$ cat config.mk
export PLATFORM = sky130hd
export DESIGN_NAME = stream_chk_pgen
export DESIGN_NICKNAME = d
export VERILOG_FILES = /design/src/rtl/stream_chk_pkg.sv /design/src/rtl/stream_chk_pgen.sv
export SDC_FILE = /design/constraint.sdc
export NUM_CORES = 1
export LEC_CHECK = 0
export CORE_ASPECT_RATIO = 1.1
export CORE_UTILIZATION = 45
export CTS_CLUSTER_SIZE = 24
export DETAILED_ROUTE_END_ITERATION = 6
export GPL_TIMING_DRIVEN = 0
export PLACE_DENSITY = 0.75
export SYNTH_ARGS = -nofsm -noshare
export SYNTH_HDL_FRONTEND = slang
export SYNTH_SLANG_ARGS = --single-unit
$ cat constraint.sdc
create_clock -name clk -period 1.9 [get_ports clk]
set_clock_uncertainty 0.1 [all_clocks]
set_input_delay 0.57 -clock clk [delete_from_list [all_inputs] [get_ports clk]]
set_output_delay 0.57 -clock clk [all_outputs]
set_load 0.02 [all_outputs]
$ cat src/rtl/stream_chk_pkg.sv
// rtl/stream_chk_pkg.sv - shared FSM state type and ramp mode constants for stream_chk
package stream_chk_pkg;

  typedef enum logic [1:0] {
    IDLE    = 2'd0,
    WAIT_DE = 2'd1,
    ACTIVE  = 2'd2,
    BLANK   = 2'd3
  } state_e;

  localparam logic MODE_H_RAMP = 1'b0;
  localparam logic MODE_V_RAMP = 1'b1;

endpackage

$ cat src/rtl/stream_chk_pgen.sv
// rtl/stream_chk_pgen.sv - expected pixel generator (H ramp / V ramp) for stream_chk
module stream_chk_pgen
  import stream_chk_pkg::*;
(
  input  logic       clk,
  input  logic       rstx,
  input  logic       hd_i,
  input  logic       pix_i,
  input  logic       first_i,
  input  logic       done_i,
  input  logic       locked_i,
  input  logic       mode_i,
  input  logic [7:0] d_i,
  output logic [7:0] exp_o,
  output logic       exp_vld_o
);

  logic       mode_q, mode_d;
  logic [7:0] h_q, h_d;
  logic [7:0] line_q, line_d;
  logic [7:0] ref_q, ref_d;
  logic       ref_vld_q, ref_vld_d;

  always_comb begin
    mode_d    = mode_q;
    h_d       = h_q;
    line_d    = line_q;
    ref_d     = ref_q;
    ref_vld_d = ref_vld_q;
    if (first_i) line_d = d_i;
    if (done_i && locked_i && (mode_q == MODE_V_RAMP)) begin
      ref_d     = line_q;
      ref_vld_d = 1'b1;
    end
    // A mode switch invalidates the V reference even if a line completes in the same cycle
    if (hd_i) begin
      mode_d = mode_i;
      h_d    = 8'd0;
      if (mode_i != mode_q) ref_vld_d = 1'b0;
    end else if (pix_i) begin
      h_d = h_q + 8'd1;
    end
  end

  always_comb begin
    exp_o     = line_q;
    exp_vld_o = 1'b1;
    if (mode_q == MODE_H_RAMP) begin
      exp_o = h_q;
    end else if (first_i) begin
      exp_o     = ref_q + 8'd1;
      exp_vld_o = ref_vld_q;
    end
  end

  always_ff @(posedge clk or negedge rstx) begin
    if (!rstx) begin
      mode_q    <= MODE_H_RAMP;
      h_q       <= 8'd0;
      line_q    <= 8'd0;
      ref_q     <= 8'd0;
      ref_vld_q <= 1'b0;
    end else begin
      mode_q    <= mode_d;
      h_q       <= h_d;
      line_q    <= line_d;
      ref_q     <= ref_d;
      ref_vld_q <= ref_vld_d;
    end
  end

endmodule

==> results.json, run 1 <==
{
  "num_vias": 1112,
  "pwr-share-clk_pct": 17.7,
  "yosysTopAreaCell": "dfrtp_1",
  "grt_pass1_wl_mm": 4.98,
  "cts.sinks": 26,
  "r2r-start": "mode_q",
  "synthCells": 128,
  "yosys_warnings": 0,
  "failed_checks": "setup timing",
  "nNetsFinal": 191,
  "routed_wl_mm": 3.16,
  "synth_edf_count": 0,
  "clk_latency_ns": 0.33,
  "cts_buffers": 3,
  "overflow": 0,
  "layout_common_cells": "dfrtp_1, buf_4, mux2_2",
  "p_leak_nw": 0.828,
  "track_usage_pct": 22.2,
  "slew_headroom_pct": 23.0,
  "rsz0062_at_grt": "yes",
  "peakVddDrop_uv": 539,
  "outcome": "complete, but fails checks",
  "tightest_slew_ns": 1.15,
  "start_util_pct": 47.9,
  "syn_area_mm2": 0.00134,
  "hold_viol": 0,
  "clockBufferDepth": 2,
  "path_clk_slew_ns": 0.14,
  "die_y_um": 59.3,
  "p_sw_share_pct": 32.2,
  "arrival_ns": 1.73,
  "post-route-period-util_pct": 126,
  "synth_cell_types": 24,
  "worstPathRequired_ns": 1.23,
  "area_growth_pct": 42.3,
  "core_mm2": 0.00280,
  "ios": 25,
  "antenna_found_initial": 0,
  "dieWidth_um": 54.1,
  "internal-power_mw": 1.11,
  "drv_slew": 0,
  "rows": 20,
  "synth.area.top_cells": "dfrtp_1, mux2_2, xor2_1",
  "synth_top_area_share_pct": 48.4,
  "tritoncts": "yes",
  "drc_errors": 0,
  "post-route-min-period_ns": 2.40,
  "setup_tns_ns": -3.26,
  "synth_area_per_cell_um2": 10.5,
  "postRouteAntennaNets": 0,
  "r2r_end": "ref_q[3]",
  "grt_pass1_vias": 1126,
  "cts_root_buffer": "clkbuf_4",
  "seq_area_frac_synth_pct": 48.4,
  "place.gp.congestion": 0.831,
  "worstHoldPathType": "in -> async",
  "portBuffers": 23,
  "setup_viol": 9,
  "die_area_mm2": 0.00321,
  "syn_nets": 146,
  "endpoint_kind": "output pin",
  "hpwl_mm": 1.94,
  "synth_flop_cell": "dfrtp_1",
  "path_max_fanout": 4,
  "p_per_area_mw_per_mm2": 859,
  "synth_seq_cells": 26,
  "async_flop_share_pct": 100,
  "max-cap-violations": 0,
  "wl_per_cell_um": 15.4,
  "ff2ff_setup_slack_ns": 0.37,
  "final_common_cell": "dfrtp_1",
  "start_kind": "flip-flop",
  "p_sw_mw": 0.529,
  "firstDrtPassIters": 4,
  "layout-drive-gt1-share_pct": 43.0,
  "via_per_inst": 5.42,
  "antenna_cells": 0,
  "grt_max_degree": 27,
  "drt_iter0_drc": 24,
  "n_fill_cell": 212,
  "path_class": "reg -> out",
  "h-tree-depth": 1,
  "holdWs_ns": 0.335,
  "r2r_cells": 4,
  "setup_ws_ns": -0.499,
  "fmax_mhz": 417,
  "p_seq_share_pct": 43.1,
  "combPwrFrac_pct": 39.2
}
metal layers:
layer	vias to the layer above	global-route usage (%)	share of wire [%]
met1	547	26.5	42
li1	533	-	-
met4	0	11.4	3.4
met2	24	38.1	51
met5	-	0	0
met3	8	2.82	3.3
cell families after synthesis:
kind of cell | share of synthesized area, %
xor+xnor | 6.52
compound gates | 9.12
fa+ha+maj | 1.86
flops | 48.4
simple gates | 13.9
mux | 17.3
buf+inv | 2.89
power groups by stage:
stage                     Sequential [mW]  Combinational, mW  Clock, mW
final                               0.707              0.643      0.291
after floorplan                     0.696              0.271          0
after global routing                0.717              0.687      0.323
after CTS                           0.705              0.561      0.288
after detailed placement            0.715              0.410          0
after global placement              0.712              0.399          0
cell usage after synthesis, types with 2 or more instances:
master    number
xor2_1         7
clkbuf_1       2
xnor2_1        3
mux2i_1        3
a21oi_1        8
nor2_1        13
buf_2          4
mux2_2        18
o21ai_0        7
dfrtp_1       26
nand4_1        3
or3_1          4
nand2b_1       2
ha_1           2
inv_1          3
nand3_1        6
a31oi_1        2
nand2_1        9
state kept, by name, summed over array words and instances, names as in the netlist:
signal and count:
h_q 8, line_q 8, ref_vld_q 1, ref_q 8, mode_q 1
area by class of cell:
| type | count | area [um2] | share of cell area [%] |
|---|---|---|---|
| repair buffers | 40 | 367 | 19.2 |
| plain buffers | 6 | 52.6 | 2.75 |
| well taps | 33 | 41.3 | 2.16 |
| inverters | 3 | 11.3 | 0.589 |
| flip-flops and latches | 26 | 653 | 34.2 |
| multi-input cells | 93 | 751 | 39.3 |
| clock buffers | 4 | 36.3 | 1.90 |
critical path, stage by stage, from the launching register on:
cell and delay (ns):
dfrtp_2 0.47, ha_4 0.19, nand3_4 0.07, xor2_2 0.17, a21oi_2 0.10, mux2_4 0.27
buf_6 0.13
what timing repair did:
| action | CTS | global route |
|---|---|---|
| resized for setup | 78 | 9 |
| hold endpoints to repair | 0 | 0 |
| endpoints found under the setup margin | 9 | 11 |
| buffers inserted | 14 | 3 |
| pin swaps | 17 | 8 |
| hold buffers | 0 | 0 |
worst max path at each step:
stage | to | cells past startpoint | startpoint | slack, ns
2_1_floorplan | exp_o[0] | 3 | first_i | 0.007
3_3_place_gp | exp_o[4] | 6 | first_i | -1.15
3_5_place_dp | exp_o[4] | 6 | first_i | -1.16
4_1_cts | exp_o[4] | 6 | ref_q[0] | -0.45
5_1_grt | exp_o[4] | 6 | ref_q[0] | -0.55
6_report | exp_o[4] | 6 | ref_q[0] | -0.50
per-stage QoR:
stage	worst slack, ns	instances	power, mW	instance area [um2]	utilization [%]
after floorplan	0.00685	128	0.967	1360	-
after global placement	-1.15	184	1.11	1630	58.1
after detailed placement	-1.16	184	1.13	1630	58.1
after CTS	-0.448	202	1.55	1840	65.8
after global routing	-0.551	205	1.73	1910	68.2
final	-0.499	205	1.64	1910	68.2
(Power assumes the default switching activity.)
==> run 2, diff against run 1 <==
- CORE_UTILIZATION: 45 -> 46
- PLACE_DENSITY: 0.75 -> 0.77
==> run 2 against run 1 <==
Net effect: the run still ends with setup timing left; critical path depth unchanged; total power increased by 3.0%; setup slack improved by 0.023 ns; worst hold slack improved by 0.0014 ns; utilization decreased by 0.47 points; non-clock buffer count decreased by 4; fmax increased by 0.97%; design area decreased by 1.6%; sequential power increased by 1%; largest cell class unchanged; largest power group unchanged; highest routed layer unchanged.
==> results.json, run 2 (synthesized netlist as in run 1, its figures left out) <==
{
  "outcome": "complete, but fails checks",
  "overflow": 0,
  "multi_input_comb_area_um2": 737,
  "cts_buffers": 3,
  "setup_ws_ns": -0.476,
  "h-tree-depth": 1,
  "drt_iter0_drc": 23,
  "arrival_ns": 1.71,
  "nNetsFinal": 187,
  "wl_met3_um": 83,
  "clk_latency_ns": 0.34,
  "wl_met1_mm": 1.38,
  "cp_num_buf_inv": 2,
  "start_kind": "flip-flop",
  "path_delay_family": "flip-flops",
  "antenna_found_initial": 0,
  "drv_slew": 0,
  "layout_common_cells": "dfrtp_1, buf_4, mux2_2",
  "max-cap-violations": 0,
  "routed_wl_mm": 3.19,
  "rows": 20,
  "failed_checks": "setup timing",
  "setup_viol": 9,
  "final_common_cell": "dfrtp_1",
  "p_leak_nw": 0.812,
  "slew_headroom_pct": 21.0,
  "post-route-period-util_pct": 125,
  "setup_tns_ns": -3.10,
  "fmax_mhz": 421,
  "start_util_pct": 48.4,
  "tightest_slew_ns": 1.18,
  "reg_top3": "h_q x8, line_q x8, ref_q x8",
  "layout-drive-gt1-share_pct": 41.7,
  "dr_wl_met2_mm": 1.63,
  "via_per_inst": 5.62,
  "top_layer_used": "met4",
  "cts.sinks": 26,
  "post-route-min-period_ns": 2.38,
  "peakVddDrop_uv": 594,
  "drc_errors": 0,
  "endpoint_kind": "output pin",
  "ff2ff_setup_slack_ns": 0.33,
  "finalPower_mw": 1.69,
  "stdcell_count": 201,
  "rsz0062_at_grt": "yes",
  "die_area_mm2": 0.00314,
  "hpwl_mm": 2.00,
  "grt_pass1_wl_mm": 5.13,
  "num_vias": 1130,
  "ios": 25,
  "grt_pass1_vias": 1136,
  "track_usage_pct": 22.7,
  "grt_max_degree": 27,
  "crit_path_top_delay_cell": "dfrtp_2",
  "cts_root_buffer": "clkbuf_4",
  "antenna_cells": 0,
  "n_fill_cell": 202,
  "postRouteAntennaNets": 0,
  "core_mm2": 0.00278,
  "p_per_area_mw_per_mm2": 898,
  "portBuffers": 23,
  "dp_cells": 184,
  "layout.area.seq_um2": 654,
  "path_max_fanout": 4,
  "path_class": "reg -> out",
  "cp_slowest_stage_delay_ns": 0.47,
  "worstHoldPathType": "in -> async",
  "firstDrtPassIters": 4,
  "dieWidth_um": 53.5,
  "clockBufferDepth": 2,
  "path_clk_slew_ns": 0.16,
  "path_cells": "buf_4 -> nand3_2 -> xor2_1 -> a21oi_2 -> mux2_4 -> buf_6",
  "holdWs_ns": 0.337,
  "worstPathRequired_ns": 1.23,
  "place.gp.congestion": 0.860,
  "area_growth_pct": 40.0,
  "hold_viol": 0,
  "tritoncts": "yes",
  "die_y_um": 58.7,
  "wl_per_cell_um": 15.9
}
==> run 2: cell count changes in the layout (fill, tap and decap cells not counted), moves of 2 or more <==
cell,delta
buf_4,-2
buf_6,-3
nor2_1,-2
nor2_2,+2
==> run 2: final timing paths <==
check                                from       end  depth (start not counted)
min in group clk                line_q[0]  ref_q[0]                          1
worst max-delay path             ref_q[0]  exp_o[3]                          6
worst min-delay path                 rstx    h_q[7]                          1
worst min register to register  line_q[0]  ref_q[0]                          1
max in group asynchronous            rstx  ref_q[4]                          1
worst max register to register     mode_q  ref_q[2]                          4
==> run 2: layout make-up <==
cell class                 instances  area share (%)
sequential                        26            34.8
clock inverter                     1            1.60
tap                               33            2.19
timing repair buffer              36            17.7
buffer                             6            2.79
inverter                           3           0.598
multi-input combinational         93            39.2
clock buffer                       3            1.20
==> run 2: repair_timing <==
action | CTS | global route
pin swaps | 13 | 5
hold buffers | 0 | 0
gates cloned | 0 | 0
resized for setup | 77 | 8
setup buffers | 11 | 2
endpoints found under the setup margin | 9 | 11
==> run 2: per-layer routing <==
layer / vias up / track usage [%]
met5: - / 0
met4: 0 / 10.9
met3: 9 / 1.81
met2: 26 / 39.8
met1: 571 / 27.6
li1: 524 / -
==> run 2: power by group <==
group | total [mW] | internal, mW | switching [mW]
registers | 0.715 | 0.631 | 0.0841
clock network | 0.390 | 0.214 | 0.176
logic | 0.585 | 0.330 | 0.255
==> run 2: stage by stage <==
stage          cell area (um2)  setup slack [ns]  util, %
6_report                  1880            -0.476     67.7
3_5_place_dp              1630             -1.14     58.6
5_1_grt                   1880            -0.560     67.7
2_1_floorplan             1360           0.00685        -
4_1_cts                   1840            -0.471     66.1
3_3_place_gp              1630             -1.14     58.6
